### src/rtl/out_byte_uart_tx.sv
// Serialises the CPU out_byte strobe stream onto an 8N1 UART line through a small FIFO.
// FIFO status, tx and tx_busy are all registered.
module out_byte_uart_tx #(
  parameter int DEPTH        = 16,
  parameter int CLKS_PER_BIT = 868
) (
  input  logic                     clk,
  input  logic                     reset,
  input  logic [31:0]              out_byte,
  input  logic                     out_byte_en,
  output logic                     tx,
  output logic                     tx_busy,
  output logic                     fifo_empty,
  output logic                     fifo_full,
  output logic [$clog2(DEPTH):0]   fifo_count,
  output logic                     overflow
);
  localparam int AW = $clog2(DEPTH);
  localparam int BW = (CLKS_PER_BIT > 2) ? $clog2(CLKS_PER_BIT) : 1;
  localparam logic [BW-1:0] BAUD_LAST = BW'(CLKS_PER_BIT - 1);
  localparam logic [AW:0]   COUNT_FULL = (AW+1)'(DEPTH);

  typedef enum logic [1:0] {IDLE = 2'd0, START = 2'd1, DATA = 2'd2, STOP = 2'd3} state_e;

  logic [7:0]    mem_q [DEPTH];
  logic [AW-1:0] wr_ptr_q, rd_ptr_q;
  logic [AW:0]   count_q, count_d;
  logic          empty_q, full_q, overflow_q, overflow_d;
  state_e        state_q, state_d;
  logic [BW-1:0] baud_q, baud_d;
  logic [2:0]    bit_idx_q, bit_idx_d;
  logic [7:0]    shift_q, shift_d;
  logic          tx_q, tx_d, busy_q, busy_d;
  logic          push, pop;
  logic          unused_hi;

  assign unused_hi = ^out_byte[31:8];

  // A pop in the same cycle frees a slot, so a strobe while full is still accepted.
  assign push       = out_byte_en && (!full_q || pop);
  assign overflow_d = overflow_q || (out_byte_en && full_q && !pop);

  always_comb begin
    case ({push, pop})
      2'b10:   count_d = count_q + (AW+1)'(1);
      2'b01:   count_d = count_q - (AW+1)'(1);
      default: count_d = count_q;
    endcase
  end

  always_ff @(posedge clk) begin
    if (reset) begin
      wr_ptr_q   <= '0;
      rd_ptr_q   <= '0;
      count_q    <= '0;
      empty_q    <= 1'b1;
      full_q     <= 1'b0;
      overflow_q <= 1'b0;
    end else begin
      if (push) wr_ptr_q <= wr_ptr_q + AW'(1);
      if (pop)  rd_ptr_q <= rd_ptr_q + AW'(1);
      count_q    <= count_d;
      empty_q    <= (count_d == '0);
      full_q     <= (count_d == COUNT_FULL);
      overflow_q <= overflow_d;
    end
  end

  always_ff @(posedge clk) begin
    if (push && !reset) mem_q[wr_ptr_q] <= out_byte[7:0];
  end

  always_ff @(posedge clk) begin
    if (reset) begin
      state_q   <= IDLE;
      baud_q    <= '0;
      bit_idx_q <= '0;
      shift_q   <= '0;
      tx_q      <= 1'b1;
      busy_q    <= 1'b0;
    end else begin
      state_q   <= state_d;
      baud_q    <= baud_d;
      bit_idx_q <= bit_idx_d;
      shift_q   <= shift_d;
      tx_q      <= tx_d;
      busy_q    <= busy_d;
    end
  end

  always_comb begin
    state_d   = state_q;
    baud_d    = baud_q;
    bit_idx_d = bit_idx_q;
    shift_d   = shift_q;
    pop       = 1'b0;
    case (state_q)
      IDLE: begin
        if (!empty_q) begin
          pop     = 1'b1;
          shift_d = mem_q[rd_ptr_q];
          baud_d  = '0;
          state_d = START;
        end else begin
          state_d = IDLE;
        end
      end
      START: begin
        if (baud_q == BAUD_LAST) begin
          baud_d    = '0;
          bit_idx_d = 3'd0;
          state_d   = DATA;
        end else begin
          baud_d = baud_q + BW'(1);
        end
      end
      DATA: begin
        if (baud_q == BAUD_LAST) begin
          baud_d  = '0;
          shift_d = {1'b0, shift_q[7:1]};
          if (bit_idx_q == 3'd7) begin
            state_d = STOP;
          end else begin
            bit_idx_d = bit_idx_q + 3'd1;
          end
        end else begin
          baud_d = baud_q + BW'(1);
        end
      end
      STOP: begin
        if (baud_q == BAUD_LAST) begin
          baud_d  = '0;
          state_d = IDLE;
        end else begin
          baud_d = baud_q + BW'(1);
        end
      end
      default: state_d = IDLE;
    endcase
  end

  // Line level is derived from the next state so tx is registered yet aligned with the FSM.
  always_comb begin
    case (state_d)
      IDLE:    tx_d = 1'b1;
      START:   tx_d = 1'b0;
      DATA:    tx_d = shift_d[0];
      STOP:    tx_d = 1'b1;
      default: tx_d = 1'b1;
    endcase
    busy_d = (state_d != IDLE);
  end

  assign tx         = tx_q;
  assign tx_busy    = busy_q;
  assign fifo_empty = empty_q;
  assign fifo_full  = full_q;
  assign fifo_count = count_q;
  assign overflow   = overflow_q;
endmodule
### config.mk
export PLATFORM = sky130hd
export DESIGN_NAME = out_byte_uart_tx
export DESIGN_NICKNAME = d
export VERILOG_FILES = /design/src/rtl/out_byte_uart_tx.sv
export SDC_FILE = /design/constraint.sdc
export NUM_CORES = 1
export LEC_CHECK = 0
export BUFFER_PORTS_ARGS = -buffer_cell sky130_fd_sc_hd__buf_2
export CORE_MARGIN = 4
export CORE_UTILIZATION = 54
export CTS_CLUSTER_SIZE = 24
export DETAILED_ROUTE_END_ITERATION = 16
export PLACE_DENSITY = 0.77
export SLEW_MARGIN = 20
export SYNTH_ARGS = -nofsm -noshare
export SYNTH_HDL_FRONTEND = slang
export SYNTH_SLANG_ARGS = --single-unit
### constraint.sdc
create_clock -name clk -period 2.7 [get_ports clk]
set_input_delay 0.135 -clock clk [delete_from_list [all_inputs] [get_ports clk]]
set_output_delay 0.135 -clock clk [all_outputs]
set_load 0.005 [all_outputs]
==> results.md <==
* Worst Hold End: mem_q[1][3]
* Setup crit end kind: flip-flop
* Final Hold Fails at 0
* Area grow syn2layout at 14.43%
* Flop-to-flop setup slack at 0.11 ns
* Synth Area in Adders at 2.413%
* Peak supply drop at 0.6153 mV
* R2R depth at 10
* MaxCap Viol Count at 0
* Buffers on Ports at 20
* Fillers at 934
* Async SR Flop Fraction at 0%
* Initial core utilization at 55.03%
* Worst path required time at 3.02 ns
* Sequential area share after synthesis at 65.37%
* Worst EP arrival at 2.91 ns
* Total global routing overflow at 0
* Post-layout minimum cycle time at 2.592 ns
* Clock Latency Late Sink at 0.43 ns
* Post-route DRC at 0
* Cell Area, Synth at 7258 µm²
* DR iter-0 viols at 338
* Core ar. at 13,190 µm²
* Root buffer cell: clkbuf_16
* PD cells at 855.4 nW/µm²
* WP buf/inv at 2
* CP top delay family: simple AND/OR/NAND/NOR gates
* Final Skew at 0.008961 ns
* Syn Inst Count at 471
* Hold Crit Depth at 1
* Syn_nets at 520
* Inst Count DP at 671
* Wirelength per Cell at 19.52 µm
* Die X-Extent at 123.9 µm
* Status: finished clean
* CTS Buffer Depth at 2
* Vias in the first global route at 4,276
* Endpoints failing setup at 0
* Row cnt at 42
* DRT Pass-1 Iters at 5
* Crit Path Class: reg2reg
* Crit path from: fifo_empty
* Largest net degree at the start of global routing at 44
* Mux cell area share after synthesis at 12.95%
* Number of CTS-inserted buffers at 17
* Post-synthesis xor/xnor area fraction at 1.327%
* Slowest stage delay, CP at 0.42 ns
* Max H-tree Level at 4
* Layout cells sized above 1 at 24.29%
* Nets at 567
* DPL Wire Length at 8718 µm
* Fin. max-slew vios at 0
* Routed Antenna Nets at 0
* Routability congestion estimate at 0.8513
* Compound-Gate Fraction of Synth Area at 7.033%
* Tcrit/Tclk final at 95.99%
* Vias per inst at 5.792
* IO Count at 45
* Global-route wire length before repair at 22,580 µm
* Achievable Freq at 0.3859 GHz
* Critical path's slowest cell: ha_1
* R2r startpoint: fifo_empty
* Post-Route WL at 13,800 µm
* Post-Synth Simple-Gate Area at 8.188%
* CTS sink cnt at 173
* Initial antenna violation count at 0
* Hold_ws at 0.08465 ns
* CTS tree: built
* Commonest non-fill, non-tap cell in the layout: edfxtp_1
* Yosys reg bits at 173
* Rel. slew slack at 49.74%
* Least-Margin Pin Slew at 0.7529 ns
* Number of synthesized flops with an enable pin at 128
* CP startpoint kind: flip-flop
* DR vias at 4,095
* Commonest cells after routing, fill and taps aside: edfxtp_1, nor2_1, dfxtp_1
* Largest family of logic cells by synthesized area: multiplexers
* RR Endpoint: fifo_empty
* Crit path max fanout at 9
* Die Y at 123.9 µm
* Finished Layout Cells at 707
* Die footprint at 15,360 µm²
* Leakage at 2.823 nW
* Hold Crit Class: in2reg
* Min-delay src: out_byte[3]
* Global router's overall resource usage at 20.01%
* Setup TNS Final at 0 ns
* Crit path cell chain: or3_4 > a21boi_4 > inv_2 > ha_1 > or2_2 > mux2i_1 > xnor2_1 > nor3_2 > buf_4 > a21o_1
* Synth Flop Type: edfxtp_1
* Cell variety after synth at 59
* Synth Warn # at 0
* Mean Syn Cell Area at 15.41 µm²
* N_diodes at 0
* Clk slew on worst S/H paths at 0.07 ns
Yosys cell counts, types with 2 or more instances:
cell       count  area (µm²)
dfxtp_1       45       900.9
inv_1          9       33.78
and2b_1        2       15.01
xor2_1         6       52.55
or3_1          4       25.02
a41oi_1        3       26.28
xnor2_1        5       43.79
mux4_2        20       450.4
a211oi_1       2       15.01
o41ai_2        2       32.53
o22ai_1        7       43.79
o2bb2ai_1      2       17.52
o21ai_0        2       10.01
nand3_1        4       20.02
nor3b_1        2       15.01
nand4_1        4       25.02
ha_1          14       175.2
a21oi_1       18       90.09
and3_1         2       12.51
nand3b_1       4       30.03
nor2_1        52       195.2
mux4_1        11       289.0
clkbuf_1       8       30.03
and2_1         2       12.51
mux2i_1       11       110.1
nand2_1       25       93.84
mux2_2         8       90.09
buf_6          5       56.30
edfxtp_1     128        3844
buf_2          5       25.02
a22oi_1        9       67.56
a31oi_1        3       18.77
a311oi_1       6       52.55
nor3_1         3       15.01
buf_4          4       30.03
nand2b_1       5       31.28
nor2b_1        7       43.79
worst max-delay path by stage:
stage,to,slack [ns],cells past startpoint
2_1_floorplan,fifo_empty,0.00008,14
3_3_place_gp,fifo_full,0.13,11
3_5_place_dp,fifo_full,-0.03,11
4_1_cts,fifo_empty,0.03,11
5_1_grt,fifo_empty,-0.005,12
6_report,fifo_empty,0.11,10
cell families after synthesis:
kind of cell,after synthesis
buffers and inverters,34
multiplexers,50
adder cells (fa/ha/maj),14
AO/OA/AOI/OAI,66
XOR/XNOR,11
flip-flops,173
AND/OR/NAND/NOR,123
state kept, by name, indices dropped and copies added, names as in the netlist, named ones only:
register / count
tx: 1
bit_idx_q: 3
wr_ptr_q: 4
rd_ptr_q: 4
mem_q: 128
baud_q: 10
fifo_count: 5
fifo_empty: 1
fifo_full: 1
shift_q: 8
state_q: 2
overflow: 1
tx_busy: 1
area by class of cell:
type                       instances  area, µm²  area share, %
multi-input combinational        264       2359          28.40
clock buffer                      18      429.2          5.167
timing repair buffer              52      355.3          4.278
sequential                       173       4746          57.14
tap                              176      220.2          2.651
clock inverter                    14      153.9          1.853
inverter                          10      42.54         0.5122
layer usage:
metal | global-route usage, % | share of wire, % | wire length (µm)
met5 | 0 | 0 | 0
met4 | 6.845 | 1.3 | 180
met3 | 4.496 | 4.4 | 609
met2 | 34.54 | 52 | 7214
met1 | 25.06 | 42 | 5795
what timing repair did:
item                                    in CTS  in global routing
endpoints found under the setup margin       3                  3
hold buffers                                 1                  0
buffers inserted                             0                  3
hold endpoints to repair                     1                  0
gates cloned                                 0                  0
pin swaps                                    0                  4
gates resized for setup                      2                  4
metrics by stage:
| step | utilization, % | cell area [µm²] | worst slack (ns) | total power, mW |
|---|---|---|---|---|
| CTS | 62.60 | 8257 | 0.02865 | 7.089 |
| finish | 62.97 | 8305 | 0.1084 | 7.104 |
| global placement | 58.03 | 7654 | 0.1258 | 4.620 |
| global route | 62.97 | 8305 | -0.004852 | 7.446 |
| detailed placement | 58.03 | 7654 | -0.03348 | 4.681 |
| floorplan | - | 7264 | 0.00007638 | 4.331 |
where the power goes:
group | switching (mW) | internal, mW | total (mW)
Sequential | 0.128 | 3.00 | 3.13
Clock | 1.08 | 1.31 | 2.39
Combinational | 0.810 | 0.778 | 1.59
Total | 2.01 | 5.09 | 7.10
No activity file was read; power rests on OpenSTA's default activity.
